File: src/rtl/retry_remote_sm.sv
// Remote retry responder: answers RETRY.Req with a RETRY.Ack, then replays LLRB entries Eseq..WrPtr-1.
// A new Req in any state relatches its fields, snapshots the LLRB and restarts the Ack.
module retry_remote_sm #(
  parameter int PTR_W = 8,
  parameter int CNT_W = 5
) (
  input  logic             i_clk,
  input  logic             i_rst_n,
  input  logic             i_rx_retry_req_valid,
  input  logic [PTR_W-1:0] i_rx_retry_req_eseq,
  input  logic [CNT_W-1:0] i_rx_retry_req_num_retry,
  input  logic [CNT_W-1:0] i_rx_retry_req_num_phy_reinit,
  input  logic [PTR_W-1:0] i_llrb_wr_ptr,
  input  logic [PTR_W:0]   i_llrb_num_valid,
  output logic             o_tx_retry_ack_valid,
  input  logic             i_tx_retry_ack_ready,
  output logic [PTR_W-1:0] o_tx_retry_ack_wr_ptr,
  output logic [CNT_W-1:0] o_tx_retry_ack_num_retry,
  output logic [CNT_W-1:0] o_tx_retry_ack_num_phy_reinit,
  output logic             o_tx_retry_ack_empty,
  output logic             o_replay_valid,
  input  logic             i_replay_ready,
  output logic [PTR_W-1:0] o_replay_rd_ptr,
  output logic             o_replay_done,
  output logic             o_retry_error,
  output logic             o_rrsm_busy,
  output logic [1:0]       o_state
);

  typedef enum logic [1:0] {
    NORMAL = 2'd0,
    LLRACK = 2'd1,
    REPLAY = 2'd2
  } state_t;

  localparam logic [PTR_W:0] REM_LAST = {{PTR_W{1'b0}}, 1'b1};

  state_t           state_q;
  logic [PTR_W-1:0] eseq_q;
  logic [PTR_W-1:0] wr_snap_q;
  logic [PTR_W-1:0] rd_ptr_q;
  logic [PTR_W:0]   cnt_q;
  logic [PTR_W:0]   rem_q;
  logic [CNT_W-1:0] num_retry_q;
  logic [CNT_W-1:0] num_phy_q;
  logic             err_q;
  logic             empty_q;
  logic             ack_vld_q;
  logic             rpl_vld_q;
  logic             done_q;
  logic             rerr_q;

  // Distance from Eseq to the write pointer wraps naturally in PTR_W bits.
  logic [PTR_W:0] req_cnt_d;
  logic           req_err_d;
  assign req_cnt_d = {1'b0, i_llrb_wr_ptr - i_rx_retry_req_eseq};
  assign req_err_d = (req_cnt_d > i_llrb_num_valid);

  always_ff @(posedge i_clk or negedge i_rst_n) begin
    if (!i_rst_n) begin
      state_q     <= NORMAL;
      eseq_q      <= '0;
      wr_snap_q   <= '0;
      rd_ptr_q    <= '0;
      cnt_q       <= '0;
      rem_q       <= '0;
      num_retry_q <= '0;
      num_phy_q   <= '0;
      err_q       <= 1'b0;
      empty_q     <= 1'b0;
      ack_vld_q   <= 1'b0;
      rpl_vld_q   <= 1'b0;
      done_q      <= 1'b0;
      rerr_q      <= 1'b0;
    end else begin
      done_q <= 1'b0;
      rerr_q <= 1'b0;
      if (i_rx_retry_req_valid) begin
        // A Req preempts everything: an in-flight Ack or replay is abandoned.
        eseq_q      <= i_rx_retry_req_eseq;
        num_retry_q <= i_rx_retry_req_num_retry;
        num_phy_q   <= i_rx_retry_req_num_phy_reinit;
        wr_snap_q   <= i_llrb_wr_ptr;
        cnt_q       <= req_cnt_d;
        err_q       <= req_err_d;
        empty_q     <= (i_llrb_num_valid == '0);
        rerr_q      <= req_err_d;
        state_q     <= LLRACK;
        ack_vld_q   <= 1'b1;
        rpl_vld_q   <= 1'b0;
      end else begin
        case (state_q)
          LLRACK: begin
            if (i_tx_retry_ack_ready) begin
              ack_vld_q <= 1'b0;
              if (cnt_q == '0 || err_q) begin
                state_q <= NORMAL;
                done_q  <= 1'b1;
              end else begin
                state_q   <= REPLAY;
                rpl_vld_q <= 1'b1;
                rd_ptr_q  <= eseq_q;
                rem_q     <= cnt_q;
              end
            end
          end
          REPLAY: begin
            if (i_replay_ready) begin
              rd_ptr_q <= rd_ptr_q + 1'b1;
              rem_q    <= rem_q - 1'b1;
              if (rem_q == REM_LAST) begin
                state_q   <= NORMAL;
                rpl_vld_q <= 1'b0;
                done_q    <= 1'b1;
              end
            end
          end
          default: ;
        endcase
      end
    end
  end

  assign o_tx_retry_ack_valid          = ack_vld_q;
  assign o_tx_retry_ack_wr_ptr         = wr_snap_q;
  assign o_tx_retry_ack_num_retry      = num_retry_q;
  assign o_tx_retry_ack_num_phy_reinit = num_phy_q;
  assign o_tx_retry_ack_empty          = empty_q;
  assign o_replay_valid                = rpl_vld_q;
  assign o_replay_rd_ptr               = rd_ptr_q;
  assign o_replay_done                 = done_q;
  assign o_retry_error                 = rerr_q;
  assign o_rrsm_busy                   = (state_q != NORMAL);
  assign o_state                       = state_q;

endmodule

File: config.mk
export PLATFORM = sky130hd
export DESIGN_NAME = retry_remote_sm
export DESIGN_NICKNAME = d
export VERILOG_FILES = /design/src/rtl/retry_remote_sm.sv
export SDC_FILE = /design/constraint.sdc
export NUM_CORES = 1
export LEC_CHECK = 0
export BUFFER_PORTS_ARGS = -buffer_cell sky130_fd_sc_hd__buf_2
export CORE_ASPECT_RATIO = 2
export CORE_MARGIN = 5
export CORE_UTILIZATION = 35
export CTS_BUF_LIST = sky130_fd_sc_hd__clkbuf_4 sky130_fd_sc_hd__clkbuf_8
export DETAILED_ROUTE_END_ITERATION = 8
export PLACE_DENSITY = 0.65
export SLEW_MARGIN = 25
export SYNTH_ARGS = -nofsm -noshare
export SYNTH_HDL_FRONTEND = slang
export SYNTH_SLANG_ARGS = --single-unit
File: constraint.sdc
create_clock -name i_clk -period 2 [get_ports i_clk]
set_input_delay 0.4 -clock i_clk [delete_from_list [all_inputs] [get_ports i_clk]]
set_output_delay 0.4 -clock i_clk [all_outputs]
set_load 0.005 [all_outputs]
After elaboration in Yosys (flattened, before gate mapping):

Index checks and enable logic that the tools add are counted.

* input bits: 40
* logic and storage cells: 71
* output and inout bits: 34
* bits in registers: 59

* reduce and logical (&&, ||, !) cells: 12
* add/sub/neg operators: 3
* bitwise logic cells: 1
* equal/unequal tests: 10
* multiplexer cells: 30
* $lt $le $gt $ge: 1

Operators by type and width (count)
* two-way mux 9 bit: 3
* two-way mux 8 bit: 3
* zero test 9 bit: 2
* case mux 9 bit (2 select lines): 1
* case mux 8 bit (2 select lines): 1
* two-way mux 1 bit: 14
* inequality test 3 bit (second input constant): 4
* two-way mux 2 bit: 5
* AND reduction 5 bit: 2
* equality test 9 x 1 -> 1 bit (second input constant): 1
* greater-than comparator 8 x 9 -> 1 bit: 1
* subtractor 9 x 1 -> 9 bit (second input constant): 1
* adder 8 x 1 -> 8 bit (second input constant): 1
* nonzero test 2 bit: 4
* subtractor 8 bit: 1
* inequality test 2 bit (second input constant): 3
* case mux 1 bit (2 select lines): 2
* case mux 2 bit (2 select lines): 1
* AND reduction 4 bit: 1
* nonzero test 3 bit: 1
* equality test 2 x 1 -> 1 bit (second input constant): 1
* equality test 2 bit (second input constant): 1
* AND reduction 2 bit: 1
* logical OR 1 bit: 1
* inverter 1 bit: 1

Depth between registers and ports, before layout:

* depth in word-level cells: 6
* depth in mapped cells: 14
* gate-level depth less buffers: 14

Worst setup path after synthesis:

OpenSTA, ideal clock, no wires.

* kind: input to register
* start point: input port i_llrb_wr_ptr[0]
* end point: register err_q
* slack: -0.737 ns
* path buffers: 0
* cell stages on the path: 14
* library setup time: 0.118 ns
* required time: 1.882 ns
* arrival time: 2.619 ns
* path through: inv_1 > ha_1 > inv_1 > fa_1 > a211oi_1 > o21ai_0 > a21oi_1 > xnor2_1 > ha_1 > a211oi_1 > o211ai_1 > a31oi_1 > nor3_1 > a21o_1

* word-level cells in the longest chain between the ends: 2

RTL lines
* start: declaration: line 13 `input logic [PTR_W-1:0] i_llrb_wr_ptr,`
* subtractor 8 bit: line 56 `assign req_cnt_d = {1'b0, i_llrb_wr_ptr - i_rx_retry_req_eseq};`
* named net req_cnt_d[6]: line 54 `logic [PTR_W:0] req_cnt_d;`
* greater-than comparator 8 x 9 -> 1 bit: line 57 `assign req_err_d = (req_cnt_d > i_llrb_num_valid);`
* end signal: assignment: line 85 `err_q <= req_err_d;`
* end: declaration: line 46 `logic err_q;`

The timed path passes the listed nets, and every way through them passes these cells.
A chain may end at the register's enable or synchronous reset.

Final worst setup path:

Ends and elaborated chain as after synthesis.

==> summary.txt <==
Status
  • Status: finished with violations
  • Failing checks: negative setup slack

GRT
  • Largest net degree at the start of global routing: between 40 and 50
  • Initial antenna violation count: 0
  • Number of global-route vias before repair: 3054
  • Gr ovfl total: 0
  • First-pass GRT wire length: around 15 mm
  • All-layer global routing usage: 0.161

Clock network
  • Clock root buffer: clkbuf_8
  • H-tree depth: 3
  • Clk_lat worst skew: roughly 0.34 ns
  • Clk slew on worst S/H paths: 0.07 ns
  • CTS tree: done
  • Clock Path Buffers: 2
  • CTS Buf Count: 9
  • CTS Sinks: 59

Yosys
  • Synth async-reset ratio: 1.00
  • Post-synthesis instance area: 3360 sq um
  • Mean Syn Cell Area: around 10 sq um
  • Post-Synth Simple-Gate Area: 0.145
  • Synth Flop Type: dfrtp_1
  • Number of enable flip-flop cells after synthesis: 0
  • Post-Syn Instances: 322
  • Mux share of post-synthesis cell area: 0.112
  • Unique masters post-synth: 57
  • Area leader, netlist: dfrtp_1
  • Top post-synthesis cells by area: dfrtp_1 44%, mux2_2 9.7%, ha_1 7.8%
  • Post-Synth XOR/XNOR Area: 0.0130
  • Syn nets: 384
  • Synth top area share: 0.439
  • Synth Area in Compound Gates: 0.155
  • Yosys reg bits: 59
  • Synth Area in Adders: 0.0841
  • Most frequent cells after synthesis: 59 x dfrtp_1, 31 x inv_1, 29 x mux2_2
  • Seq/Total Area, Yosys: 0.439
  • Largest family of logic cells by synthesized area: compound AO/OA/AOI/OAI gates
  • Count leader, synth: dfrtp_1
  • Ys Warns: 0

Drt
  • Top sig layer: met4
  • WL met3: just over 200 microns
  • Via/cell ratio: 5.26
  • WL final: approximately 9 mm
  • # DRC: 0
  • WL met2: around 5.2 mm
  • Wire per inst: about 17 microns
  • Routed metal-1 wire length: 3.06 mm
  • DRT Pass-1 Iters: 4
  • DRT iter0 DRCs: 89
  • Antenna-violating nets left: 0
  • Via count: roughly 2800

Timing
  • RSZ-0062 raised after global routing: true
  • Max frequency: just over 0.4 GHz
  • Worst setup margin: -0.469 ns
  • Final hold vios: 0
  • Tcrit/Tclk final: 1.23
  • Final Max Slew Viols: 0
  • Setup violations, final: 2
  • Worst relative slew slack: 0.693
  • Clock Skew: 0.00629 ns
  • Final worst path period need: 2.47 ns
  • Hold_ws: between 0.2 and 0.3 ns
  • Least-Margin Pin Slew: about 0.46 ns

Finish
  • Share of cells above drive strength 1: 0.440
  • Nets: around 500
  • Area delta synth->final: 31.1%
  • Antenna diode instance count: 0
  • Design Area, Final: 4410 sq um
  • Non-Filler Instances: 540
  • Fin util: 0.470

Placement
  • Cells after DPL: roughly 520
  • Placed cell area: between 4000 and 5000 sq um
  • Port Buffers: between 70 and 80
  • Post-DP HPWL: approximately 7.0 mm
  • Gpl congestion: 0.895

Die
  • Starting Density: 0.358
  • Die W: around 79 microns
  • Die area: between 10000 and 15000 sq um
  • Placeable Area: 9380 sq um
  • Number of placed I/O pins: 74
  • Chip height: 149 microns
  • Rows: 50

Critical path
  • Worst path max stage delay: 0.34 ns
  • Setup crit end kind: flip-flop
  • Crit path buffers/inverters: 3
  • Cells along the critical path: buf_8 > clkinv_8 > ha_4 > inv_2 > fa_2 > a211oi_2 > o21ai_1 > a21oi_2 > xnor2_2 > ha_1 > a211oi_2 > o211ai_1 > a31oi_1 > nor3_2 > a21o_1
  • Worst Path Arrival: between 2 and 3 ns
  • CP max-delay cell: fa_2
  • Critical Path RT: roughly 2.2 ns
  • CP Class: in2reg
  • Worst-path maximum fanout: 2
  • Startpoint Class: primary input
  • Most numerous cell on the critical path: a211oi_2
  • Delay-heaviest family, CP: compound AO/OA/AOI/OAI gates

Job
  • Max_cap viols: 0

Pwr
  • Leakage: just over 2 nW
  • Overall Power: ~4.7 mW
  • Max rail drop VDD: 415 uV
  • Power density cells: 1060 nW/um^2

Hold path
  • Hold crit path type: in2reg
-- area by class of cell --
| class | count | area [sq um] |
|---|---|---|
| clock buffer | 12 | 159 |
| multi-input combinational | 221 | 1820 |
| clock inverter | 4 | 25.0 |
| sequential | 59 | 1480 |
| fill | 872 | 4970 |
| timing repair buffer | 108 | 671 |
| tap | 104 | 130 |
| inverter | 32 | 133 |
-- registers in the layout (all words and copies together), names as in the netlist, 2 cells and up --
signal	cells
rem_q	9
cnt_q	8
o_replay_rd_ptr	8
o_tx_retry_ack_wr_ptr	8
o_tx_retry_ack_num_retry	5
o_state	2
o_tx_retry_ack_num_phy_reinit	5
eseq_q	8
-- cell usage in the layout, fill, tap and decap left out, types with 4 or more instances in the layout --
master and n:
buf_2 70, dfrtp_1 59, buf_4 34, mux2_2 29
inv_1 28, nand2_1 26, o21ai_0 19, nor2_1 17
ha_1 17, a21oi_1 16, clkbuf_8 11, nand3_1 8
a221oi_2 6, a21o_1 5, nand4_1 5, mux2i_1 5
o21ai_1 4, nand2b_1 4
-- worst register-to-register path: stages (launching register included) --
cell and delay, ns:
dfrtp_1 0.40, inv_1 0.11, ha_2 0.24, nor2b_2 0.21, nor3_4 0.06, buf_4 0.14
o21ai_4 0.12, nor2_2 0.08, buf_4 0.18, a221oi_2 0.27
-- stage by stage --
stage | setup TNS (ns) | setup WS (ns)
2_1_floorplan | -0.908 | -0.520
3_3_place_gp | -1.57 | -0.786
3_5_place_dp | -1.95 | -0.903
4_1_cts | -0.752 | -0.444
5_1_grt | -1.17 | -0.592
6_report | -0.919 | -0.469
-- timing repair --
action                                 in CTS  in global routing
setup buffers                               3                  2
setup endpoints to repair                   2                  8
endpoints found under the hold margin      10                  0
hold buffers                                1                  0
resized for setup                          13                 10
pin swaps                                   5                  2
-- where the power goes --
group | switching [mW] | internal, mW | leakage, nW | total [mW]
logic | 0.956 | 0.910 | 1.29 | 1.87
clock network | 0.475 | 0.526 | 0.0918 | 1.00
registers | 0.312 | 1.48 | 0.698 | 1.79
total | 1.74 | 2.92 | 2.08 | 4.66
-- metal layers --
layer,vias to the layer above,track usage
li1,1355,-
met1,1388,0.154
met2,65,0.303
met3,31,0.0309
met4,0,0.101
met5,-,0
-- logic make-up after synthesis --
group	count (synthesis)
muxes	34
AOI/OAI and AO/OA	74
buffers and inverters	42
xor gates and xnor gates	5
and+or+nand+nor	86
adders and majority gates	22
DFF	59
-- final timing paths --
kind,start,endpoint,slack [ns],cells after the start
worst max-delay path,i_llrb_wr_ptr[0],err_q,-0.47,15
worst min-delay path,i_rx_retry_req_num_phy_reinit[4],o_tx_retry_ack_num_phy_reinit[4],0.29,2
worst max register to register,o_state[0],rem_q[4],0.11,9
worst min register to register,o_tx_retry_ack_valid,o_tx_retry_ack_valid,0.48,2
max in group asynchronous,i_rst_n,o_replay_rd_ptr[3],0.87,3
min in group asynchronous,i_rst_n,o_tx_retry_ack_empty,0.55,2
Power figures use the tool's default switching activity.
